**config.mk**
```make
export PLATFORM = sky130hd
export DESIGN_NAME = ball_motion_gen
export DESIGN_NICKNAME = d
export VERILOG_FILES = /design/src/rtl/ball_motion_gen.sv
export SDC_FILE = /design/constraint.sdc
export NUM_CORES = 1
export LEC_CHECK = 0
export CORE_ASPECT_RATIO = 0.9
export CORE_MARGIN = 2
export CORE_UTILIZATION = 35
export CTS_BUF_LIST = sky130_fd_sc_hd__clkbuf_8 sky130_fd_sc_hd__clkbuf_16
export CTS_CLUSTER_SIZE = 25
export DETAILED_ROUTE_END_ITERATION = 12
export DONT_BUFFER_PORTS = 1
export GPL_ROUTABILITY_DRIVEN = 0
export PLACE_DENSITY = 0.52
export SYNTH_ARGS = -nofsm -noshare
export SYNTH_HDL_FRONTEND = slang
export SYNTH_SLANG_ARGS = --single-unit
```
**constraint.sdc**
```tcl
create_clock -name CLK100MHZ -period 7.9 [get_ports CLK100MHZ]
set_input_delay 1.185 -clock CLK100MHZ [delete_from_list [all_inputs] [get_ports CLK100MHZ]]
set_output_delay 1.185 -clock CLK100MHZ [all_outputs]
set_load 0.02 [all_outputs]
```
**src/rtl/ball_motion_gen.sv**
```systemverilog
// ball_motion_gen: advances the ball position once per video frame, paced by
// the display's vertical sync. The ball is launched, flies under gravity, lands,
// rests for HOLD_FRAMES frames and then returns to its start point.
// Compile-time option: WALL_BOUNCE_EN. When it is defined, the ball reflects off
// the side walls. When it is undefined, the ball stops moving sideways at a wall
// and drops straight down along it.
module ball_motion_gen #(
  parameter int X0          = 100,
  parameter int Y0          = 400,
  parameter int FLOOR_Y     = 440,
  parameter int X_MAX       = 630,
  parameter int GRAVITY     = 1,
  parameter int HOLD_FRAMES = 30
) (
  input  logic              CLK100MHZ,
  input  logic              reset_n,
  input  logic              VGA_VS,
  input  logic              launch,
  input  logic signed [5:0] vx_init,
  input  logic signed [7:0] vy_init,
  output logic [9:0]        ball_x,
  output logic [9:0]        ball_y,
  output logic              in_flight,
  output logic              landed
);

  localparam int HW = (HOLD_FRAMES > 1) ? $clog2(HOLD_FRAMES) : 1;

  localparam logic [9:0]         X0_10    = 10'(X0);
  localparam logic [9:0]         Y0_10    = 10'(Y0);
  localparam logic [9:0]         FLOOR_10 = 10'(FLOOR_Y);
  localparam logic [9:0]         XMAX_10  = 10'(X_MAX);
  localparam logic signed [11:0] FLOOR_12 = 12'(FLOOR_Y);
  localparam logic signed [11:0] XMAX_12  = 12'(X_MAX);
  localparam logic signed [8:0]  GRAV_9   = 9'(GRAVITY);
  localparam logic [HW-1:0]      HOLD_LAST = HW'(HOLD_FRAMES - 1);

  typedef enum logic [1:0] {IDLE, FLIGHT, LANDED} state_t;

  state_t             state_reg;
  logic [9:0]         x_reg;
  logic [9:0]         y_reg;
  logic signed [5:0]  vx_reg;
  logic signed [7:0]  vy_reg;
  logic [HW-1:0]      hold_reg;

  logic vs_s1_reg, vs_s2_reg, vs_s3_reg;
  logic frame_tick_reg;

  logic signed [11:0] x_sum;
  logic signed [11:0] y_sum;
  logic signed [8:0]  vy_wide;
  logic signed [7:0]  vy_next;
  logic [9:0]         x_next;
  logic               wall_hit;
  logic signed [5:0]  vx_wall;

  assign ball_x = x_reg;
  assign ball_y = y_reg;

  // Synchronise VGA_VS and turn its falling edge into a one-cycle frame tick.
  always_ff @(posedge CLK100MHZ) begin
    if (!reset_n) begin
      vs_s1_reg      <= 1'b1;
      vs_s2_reg      <= 1'b1;
      vs_s3_reg      <= 1'b1;
      frame_tick_reg <= 1'b0;
    end else begin
      vs_s1_reg      <= VGA_VS;
      vs_s2_reg      <= vs_s1_reg;
      vs_s3_reg      <= vs_s2_reg;
      frame_tick_reg <= vs_s3_reg & ~vs_s2_reg;
    end
  end

  // Candidate position and velocity for the next frame, with wall clamps and
  // saturating gravity applied.
  always_comb begin
    x_sum   = $signed({2'b00, x_reg}) + $signed({{6{vx_reg[5]}}, vx_reg});
    y_sum   = $signed({2'b00, y_reg}) + $signed({{4{vy_reg[7]}}, vy_reg});
    vy_wide = $signed({vy_reg[7], vy_reg}) + GRAV_9;
    if (vy_wide > 9'sd127)
      vy_next = 8'sd127;
    else if (vy_wide < -9'sd128)
      vy_next = -8'sd128;
    else
      vy_next = vy_wide[7:0];
    wall_hit = 1'b1;
    if (x_sum[11])
      x_next = 10'd0;
    else if (x_sum > XMAX_12)
      x_next = XMAX_10;
    else begin
      x_next   = x_sum[9:0];
      wall_hit = 1'b0;
    end
`ifdef WALL_BOUNCE_EN
    // vx_init is limited to +/-31 in practice, so negation cannot overflow.
    vx_wall = -vx_reg;
`else
    vx_wall = 6'sd0;
`endif
  end

  // Launch / flight / landed / return state machine with registered outputs.
  always_ff @(posedge CLK100MHZ) begin
    if (!reset_n) begin
      state_reg <= IDLE;
      x_reg     <= X0_10;
      y_reg     <= Y0_10;
      vx_reg    <= 6'sd0;
      vy_reg    <= 8'sd0;
      hold_reg  <= '0;
      in_flight <= 1'b0;
      landed    <= 1'b0;
    end else begin
      landed <= 1'b0;
      case (state_reg)
        IDLE: begin
          // Launch takes priority over a coincident frame tick.
          if (launch) begin
            vx_reg    <= vx_init;
            vy_reg    <= vy_init;
            in_flight <= 1'b1;
            state_reg <= FLIGHT;
          end
        end
        FLIGHT: begin
          if (frame_tick_reg) begin
            x_reg  <= x_next;
            vy_reg <= vy_next;
            if (wall_hit)
              vx_reg <= vx_wall;
            if (y_sum >= FLOOR_12) begin
              y_reg     <= FLOOR_10;
              landed    <= 1'b1;
              in_flight <= 1'b0;
              hold_reg  <= '0;
              state_reg <= LANDED;
            end else if (y_sum[11]) begin
              y_reg  <= 10'd0;
              vy_reg <= 8'sd0;
            end else begin
              y_reg <= y_sum[9:0];
            end
          end
        end
        LANDED: begin
          if (frame_tick_reg) begin
            if (hold_reg == HOLD_LAST) begin
              x_reg     <= X0_10;
              y_reg     <= Y0_10;
              hold_reg  <= '0;
              state_reg <= IDLE;
            end else begin
              hold_reg <= hold_reg + HW'(1);
            end
          end
        end
        default: state_reg <= IDLE;
      endcase
    end
  end

endmodule

```
==> results of run 1 <==
## layer usage
layer	routed length [µm]	vias up	track usage, %	share of wire (%)
met5	0	-	0	0
met4	105	0	4.00	1.2
met2	3490	60	24.4	42
met3	437	11	4.78	5.2
met1	4380	1362	23.8	52
li1	-	1504	-	-
## power groups by stage
stage          clock, mW  combinational (mW)  sequential [mW]
6_report           0.157               0.112            0.259
5_1_grt            0.172               0.126            0.261
4_1_cts            0.164               0.112            0.259
3_5_place_dp           0               0.111            0.265
3_3_place_gp           0               0.110            0.265
2_1_floorplan          0              0.0968            0.260
## tightest hold or removal path, stage by stage (launching register included)
cell	delay, ps
dfxtp_1	310
inv_1	40
nor2_1	30
## cells in the final DEF, fill, tap and decap left out, drive strengths merged, types with 3 or more instances in the layout
cell type | Yosys | final
a2111oi | 3 | 3
a211oi | 5 | 5
a21o | 9 | 9
a21oi | 28 | 28
a22oi | 7 | 7
a311oi | 3 | 3
a31oi | 6 | 6
a32oi | 4 | 4
and2 | 3 | 3
and3 | 7 | 7
clkbuf | 12 | 5
dfxtp | 47 | 47
ha | 26 | 26
inv | 19 | 20
nand2 | 39 | 39
nand2b | 13 | 13
nand3 | 11 | 11
nand3b | 3 | 3
nand4 | 4 | 4
nor2 | 25 | 25
nor2b | 15 | 15
nor3 | 8 | 8
nor3b | 3 | 3
o211ai | 5 | 5
o21a | 3 | 3
o21ai | 36 | 36
o221a | 3 | 3
o22a | 4 | 4
o22ai | 8 | 8
o31ai | 7 | 7
xnor2 | 8 | 8
xor2 | 12 | 12
## path summary, 6_finish.rpt
kind,end,slack [ps],depth (start not counted)
worst max-delay path,ball_x[0]$_SDFFE_PN0P_,4650,11
worst min-delay path,frame_tick_reg$_SDFF_PN0_,410,2
worst max register to register,ball_x[0]$_SDFFE_PN0P_,4650,11
worst min register to register,frame_tick_reg$_SDFF_PN0_,410,2
## final cells by class
class                      count  area, µm²
tap                          122        153
multi-input combinational    330       2270
antenna                        1       2.50
clock buffer                   5       68.8
inverter                      19       71.3
sequential                    47        941
fill                         935       5680
clock inverter                 3       23.8
## kinds of logic (layout without fill, tap and decap cells)
group	after synthesis	after routing	synth area share (%)
AND/OR/NAND/NOR	137	137	20.5
flip-flops	47	47	28.1
adder cells (fa/ha/maj)	28	28	10.9
buffers and inverters	34	27	4.11
other	0	1	0
XOR/XNOR	20	20	5.46
AO/OA/AOI/OAI	145	145	30.8
## through the flow
stage	hold slack, ps	total power [mW]
3_5_place_dp	397	0.376
6_report	412	0.528
2_1_floorplan	386	0.357
5_1_grt	428	0.559
4_1_cts	413	0.535
3_3_place_gp	392	0.375
==> results.yml, run 1 <==
run_status:
  status: "complete, no violations"
cts:
  clk_root_buffer_cell: "clkbuf_8"
  post-cts-setup-buffers: 0
  cts_resized: 0
  clk_transition_reported_paths_ps: 110
  cts.hold.buffers_added: 0
  htreeDepth: 2
  cts.sink_count: 47
  tritoncts_clock_tree: "built"
  cts_max_path_buffers: 2
  number_of_buffers_created_by_cts: 5
  clock_insertion_delay_worst_skew_ps: 310
global_routing:
  gr-total-overflow: 0
  grt_overall_usage_pct: 16.6
  grt_pass1_vias: 2799
  number_of_antenna_violations_at_the_first_check_in_global_routing: 1
  first_pass_grt_wire_length_um: 14000
  maximum_number_of_pins_on_one_net_before_global_route_repair: 34
placed_design:
  place.detailed.instances: 518
  dp_hpwl_um: 6360
  pre_cts_slack_ps: 4690
  standard_cell_area_after_detailed_placement_um2: 3430
  placement.io_buffers: 0
floorplan:
  std_cell_rows: 33
  coreArea_um2: 9210
  start_util_pct: 36.3
  die-area_um2: 10400
  die_w_um: 107
  boundaryPins: 40
  die_outline_height_um: 96.7
pwr:
  pwr-share-clk_pct: 29.7
  worst_ir_drop_vdd_v: 0.0000948
  pwr_density_cell_nw_per_um2: 150
  cell_internal_pwr_mw: 0.353
  share_seq_of_total_power_pct: 49.1
  power_leakage_nw: 1.35
  pwr-share-comb_pct: 21.2
  total_switching_power_mw: 0.175
  switching_fraction_pct: 33.1
worst_setup_path:
  critical_path.top_delay_family: "compound AO/OA/AOI/OAI gates"
  required_ps: 8120
  worstSetupEndpointType: "register"
  worst_setup_path_startpoint: "ball_x[0]$_SDFFE_PN0P_"
  critical_path.max_fanout: 6
  worstPathCellList: "ha_1, inv_1, fa_1, nand2b_1, a2111oi_0, a211oi_1, a2111o_1, a311oi_2, or2_1, nor2_1, a22o_1"
  slowest_stage: "dfxtp_1"
  crit_path_max_incr_delay_ps: 480
  cp_num_buf_inv: 1
  setup.worst_path.class: "register to register"
  worstReg2RegStart: "ball_x[0]$_SDFFE_PN0P_"
  critical_path_launch_point_type: "register"
  arrival_ps: 3470
timing:
  fmax_ghz: 0.308
  worst-slew-pin-transition_ps: 1050
  hold_viol_final: 0
  clock-skew-final_ps: 12.8
  finalSetupViolCount: 0
  worst_slack_ps: 4650
  timing.final.crit_period_ps: 3250
  slew_viol_final: 0
  max-slew-margin-rel_pct: 29.8
  tns_ps: 0
  rsz0062_at_grt: "false"
  period_share_pct: 41.1
synth:
  post-synth-top-area-fraction_pct: 28.1
  synthArstFlopShare_pct: 0
  yosysSeqAreaShare_pct: 28.1
  postSynthAreaPerCell_um2: 8.14
  synth.most_common_cell: "dfxtp_1"
  syn-instance-count: 411
  mappedNetlistArea_um2: 3340
  ys_types: 63
  synth_area_leader: "dfxtp_1"
  synth-edff-count: 0
  syn-num-nets: 457
  synth_seq_cells: 47
  ranking_of_synthesized_cells_by_area: "dfxtp_1, ha_1, nand2_1, a21oi_1, o21ai_0"
  ys_dominant_reg_cell: "dfxtp_1"
  synthesis.yosys.warnings: 0
  synth_commonest_cells: "dfxtp_1, nand2_1, a21oi_1, ha_1, o21ai_0"
hold_path:
  worst_hold_path_type: "register to register"
  startpoint_of_the_lowest_slack_hold_path: "vs_s3_reg$_SDFF_PN1_"
cells_and_area:
  finish.cell_count_without_fillers: 527
  design_area_final_um2: 3530
  final_core_util_pct: 38.3
  area_growth_pct: 5.42
  drive_gt1_share_pct: 5.45
  finish.net_count: 449
run:
  cap_viol_max_count: 0
drt:
  firstDrtPassIters: 4
  antenna_violation_net_count_after_detailed_routing: 0
  detail_route.iter0.violations: 153
  drc_errors: 0
  vias: 2937
  route.final.wire_length_um: 8410
  detail_route.wl_per_cell_um: 16.0
  drt-vias-per-instance: 5.57
(Power assumes the default switching activity.)
==> inputs of run 2 (changes only) <==
--- a/config.mk
+++ b/config.mk
@@ -5,6 +5,7 @@
 export SDC_FILE = /design/constraint.sdc
 export NUM_CORES = 1
 export LEC_CHECK = 0
+export ABC_AREA = 1
 export CORE_ASPECT_RATIO = 0.9
 export CORE_MARGIN = 2
 export CORE_UTILIZATION = 35
==> constraint.sdc (replaced) <==
create_clock -name CLK100MHZ -period 3.2 [get_ports CLK100MHZ]
set_input_delay 0.48 -clock CLK100MHZ [delete_from_list [all_inputs] [get_ports CLK100MHZ]]
set_output_delay 0.48 -clock CLK100MHZ [all_outputs]
set_load 0.02 [all_outputs]
==> run 2 against run 1 <==
Net effect: clock power increased to 4.1 times the previous value; wire length rose by 8.8%; count of clock-buffer cells in the layout increased by 1; non-clock buffer count is 2 higher; total power grew to 4.3 times the previous value; final area increased by 10%; critical path type unchanged; largest cell class unchanged.
==> results.yml, run 2 <==
run_status:
  status: "complete, no violations"
synth:
  synth-edff-count: 0
  synthesis.yosys.warnings: 0
  syn-instance-count: 555
  synthArstFlopShare_pct: 0
  ranking_of_synthesized_cells_by_area: "dfxtp_1, nand2_1, ha_1, inv_1, a21oi_1"
  synth_seq_cells: 47
  ys_types: 43
  ys_dominant_reg_cell: "dfxtp_1"
  postSynthAreaPerCell_um2: 6.43
  yosysSeqAreaShare_pct: 26.4
  synth_commonest_cells: "nand2_1, inv_1, dfxtp_1, a21oi_1, nand3_1"
  mappedNetlistArea_um2: 3570
  syn-num-nets: 601
  synth.most_common_cell: "nand2_1"
  post-synth-top-area-fraction_pct: 26.4
  synth_area_leader: "dfxtp_1"
placed_design:
  placement.io_buffers: 0
  dp_hpwl_um: 7030
  pre_cts_slack_ps: 557
cts:
  post-cts-setup-buffers: 0
  clock_insertion_delay_worst_skew_ps: 300
  cts_resized: 0
  htreeDepth: 2
  tritoncts_clock_tree: "built"
  clk_root_buffer_cell: "clkbuf_16"
  cts.sink_count: 47
  cts.hold.buffers_added: 0
  number_of_buffers_created_by_cts: 5
  cts_max_path_buffers: 2
  clk_transition_reported_paths_ps: 70
cells_and_area:
  drive_gt1_share_pct: 10.3
  most-common-layout-cells: "nand2_1, inv_1, dfxtp_1"
  finish.net_count: 601
  area_growth_pct: 8.76
  layout.cells.most_common: "nand2_1"
  antennaDiodeCount: 0
floorplan:
  start_util_pct: 36.5
  coreArea_um2: 9780
  die-area_um2: 11000
  std_cell_rows: 34
  boundaryPins: 40
  die_w_um: 110
  die_outline_height_um: 99.8
worst_setup_path:
  worst_reg2reg_path_endpoint: "ball_y[7]$_SDFFE_PN1P_"
  critical_path.max_fanout: 4
  worstSetupEndpointType: "register"
  timing.reg2reg.setup_slack_ps: 520
  worstReg2RegStart: "ball_y[0]$_SDFFE_PN0P_"
  timing.reg2reg.worst_path_depth: 17
  critical_path_launch_point_type: "register"
  setup.worst_path.class: "register to register"
  worst_setup_path_startpoint: "ball_y[0]$_SDFFE_PN0P_"
  required_ps: 3390
  arrival_ps: 2870
drt:
  drc_errors: 0
  antenna_violation_net_count_after_detailed_routing: 0
  drt-vias-per-instance: 4.87
  detail_route.wl_per_cell_um: 13.4
  route.final.wire_length_um: 9150
  vias: 3324
  firstDrtPassIters: 4
  detail_route.iter0.violations: 187
timing:
  finalSetupViolCount: 0
  worst_slack_ps: 521
  clock-skew-final_ps: 10.0
  max-slew-margin-rel_pct: 63.9
  worst-slew-pin-transition_ps: 541
  timing.final.crit_period_ps: 2680
  period_share_pct: 83.7
  hold_viol_final: 0
  tns_ps: 0
  slew_viol_final: 0
  fmax_ghz: 0.373
  rsz0062_at_grt: "false"
hold_path:
  startpoint_of_the_lowest_slack_hold_path: "reset_n"
  min_to: "state_reg[0]$_SDFFE_PN0P_"
  worst_hold_path_type: "primary input to register"
  min_delay_path_depth: 2
pwr:
  totalPowerFinal_mw: 2.30
  worst_ir_drop_vdd_v: 0.000357
  power_leakage_nw: 1.84
  pwr_density_cell_nw_per_um2: 591
global_routing:
  maximum_number_of_pins_on_one_net_before_global_route_repair: 31
  gr-total-overflow: 0
  grt_pass1_vias: 3194
  first_pass_grt_wire_length_um: 15800
  grt_overall_usage_pct: 17.4
  number_of_antenna_violations_at_the_first_check_in_global_routing: 0
run:
  cap_viol_max_count: 0
## run 2: cell count changes after synthesis, moves of 7 or more
cell and delta:
o21ai_1 -8, inv_1 +57, nand2_1 +135, a21o_1 -9
a21oi_1 +15, nand2_2 +11, a22oi_1 -7, nand2b_1 -13
nand3_1 +32, nor2b_1 -15, nor2_1 +9, o21ai_0 -9
## run 2: power by group
group,internal [mW],switching (mW)
sequential,0.643,0.0999
combinational,0.307,0.601
clock,0.394,0.251
total,1.34,0.952
## run 2: cells by family (layout without fill, tap and decap cells)
group                      after synthesis  count (layout)  synth area share, %
adders and majority gates               28              28                 10.2
xor gates and xnor gates                 8               8                 1.96
DFF                                     47              47                 26.4
and+or+nand+nor                        301             301                 38.9
buffers and inverters                   91              92                 9.67
AOI/OAI and AO/OA                       80              80                 12.9
## run 2: how the worst max path moves through the flow
| stage | cells past startpoint | to |
|---|---|---|
| global route | 17 | ball_y[7]$_SDFFE_PN1P_ |
| floorplan | 19 | hold_reg[4]$_SDFFE_PN0P_ |
| detailed placement | 19 | hold_reg[4]$_SDFFE_PN0P_ |
| global placement | 19 | hold_reg[4]$_SDFFE_PN0P_ |
| finish | 17 | ball_y[7]$_SDFFE_PN1P_ |
| CTS | 19 | hold_reg[4]$_SDFFE_PN0P_ |
## run 2: critical path: stages (launching register included)
cell     delay, ps
dfxtp_1        480
ha_1           280
inv_1           70
fa_1           420
inv_1          140
nand3_1        120
nand2_2        100
nand2_1         70
nand2_1         60
nand2_1         40
nand2_1         70
nor2_1          50
nand2_1        100
nand3_4        110
nand2_4        100
nand2_1         90
o21ai_0        200
nand2_1         60
## run 2: layout make-up
class / instances / area [µm²]
fill: 1076 / 5900
multi-input combinational: 417 / 2280
sequential: 47 / 941
inverter: 82 / 308
tap: 126 / 158
clock buffer: 6 / 139
clock inverter: 2 / 38.8
timing repair buffer: 2 / 15.0
## run 2: layer usage
layer  wire, µm  global-route usage [%]  vias up  part of all wire (%)
li1           -                       -     1772                     -
met1       4990                    25.5     1496                    54
met2       3720                    25.9       46                    41
met3        343                    4.05       10                   3.7
met4        108                    4.04        0                   1.2
met5          0                       0        -                     0
## run 2: per-stage QoR
| step | hold slack, ps | cells | utilization, % | cell area, µm² |
|---|---|---|---|---|
| 6_report | 291 | 682 | 39.7 | 3880 |
| 5_1_grt | 295 | 682 | 39.7 | 3880 |
| 4_1_cts | 286 | 682 | 39.7 | 3880 |
| 3_5_place_dp | 401 | 674 | 37.9 | 3700 |
| 3_3_place_gp | 402 | 674 | 37.9 | 3700 |
| 2_1_floorplan | 392 | 555 | - | 3570 |
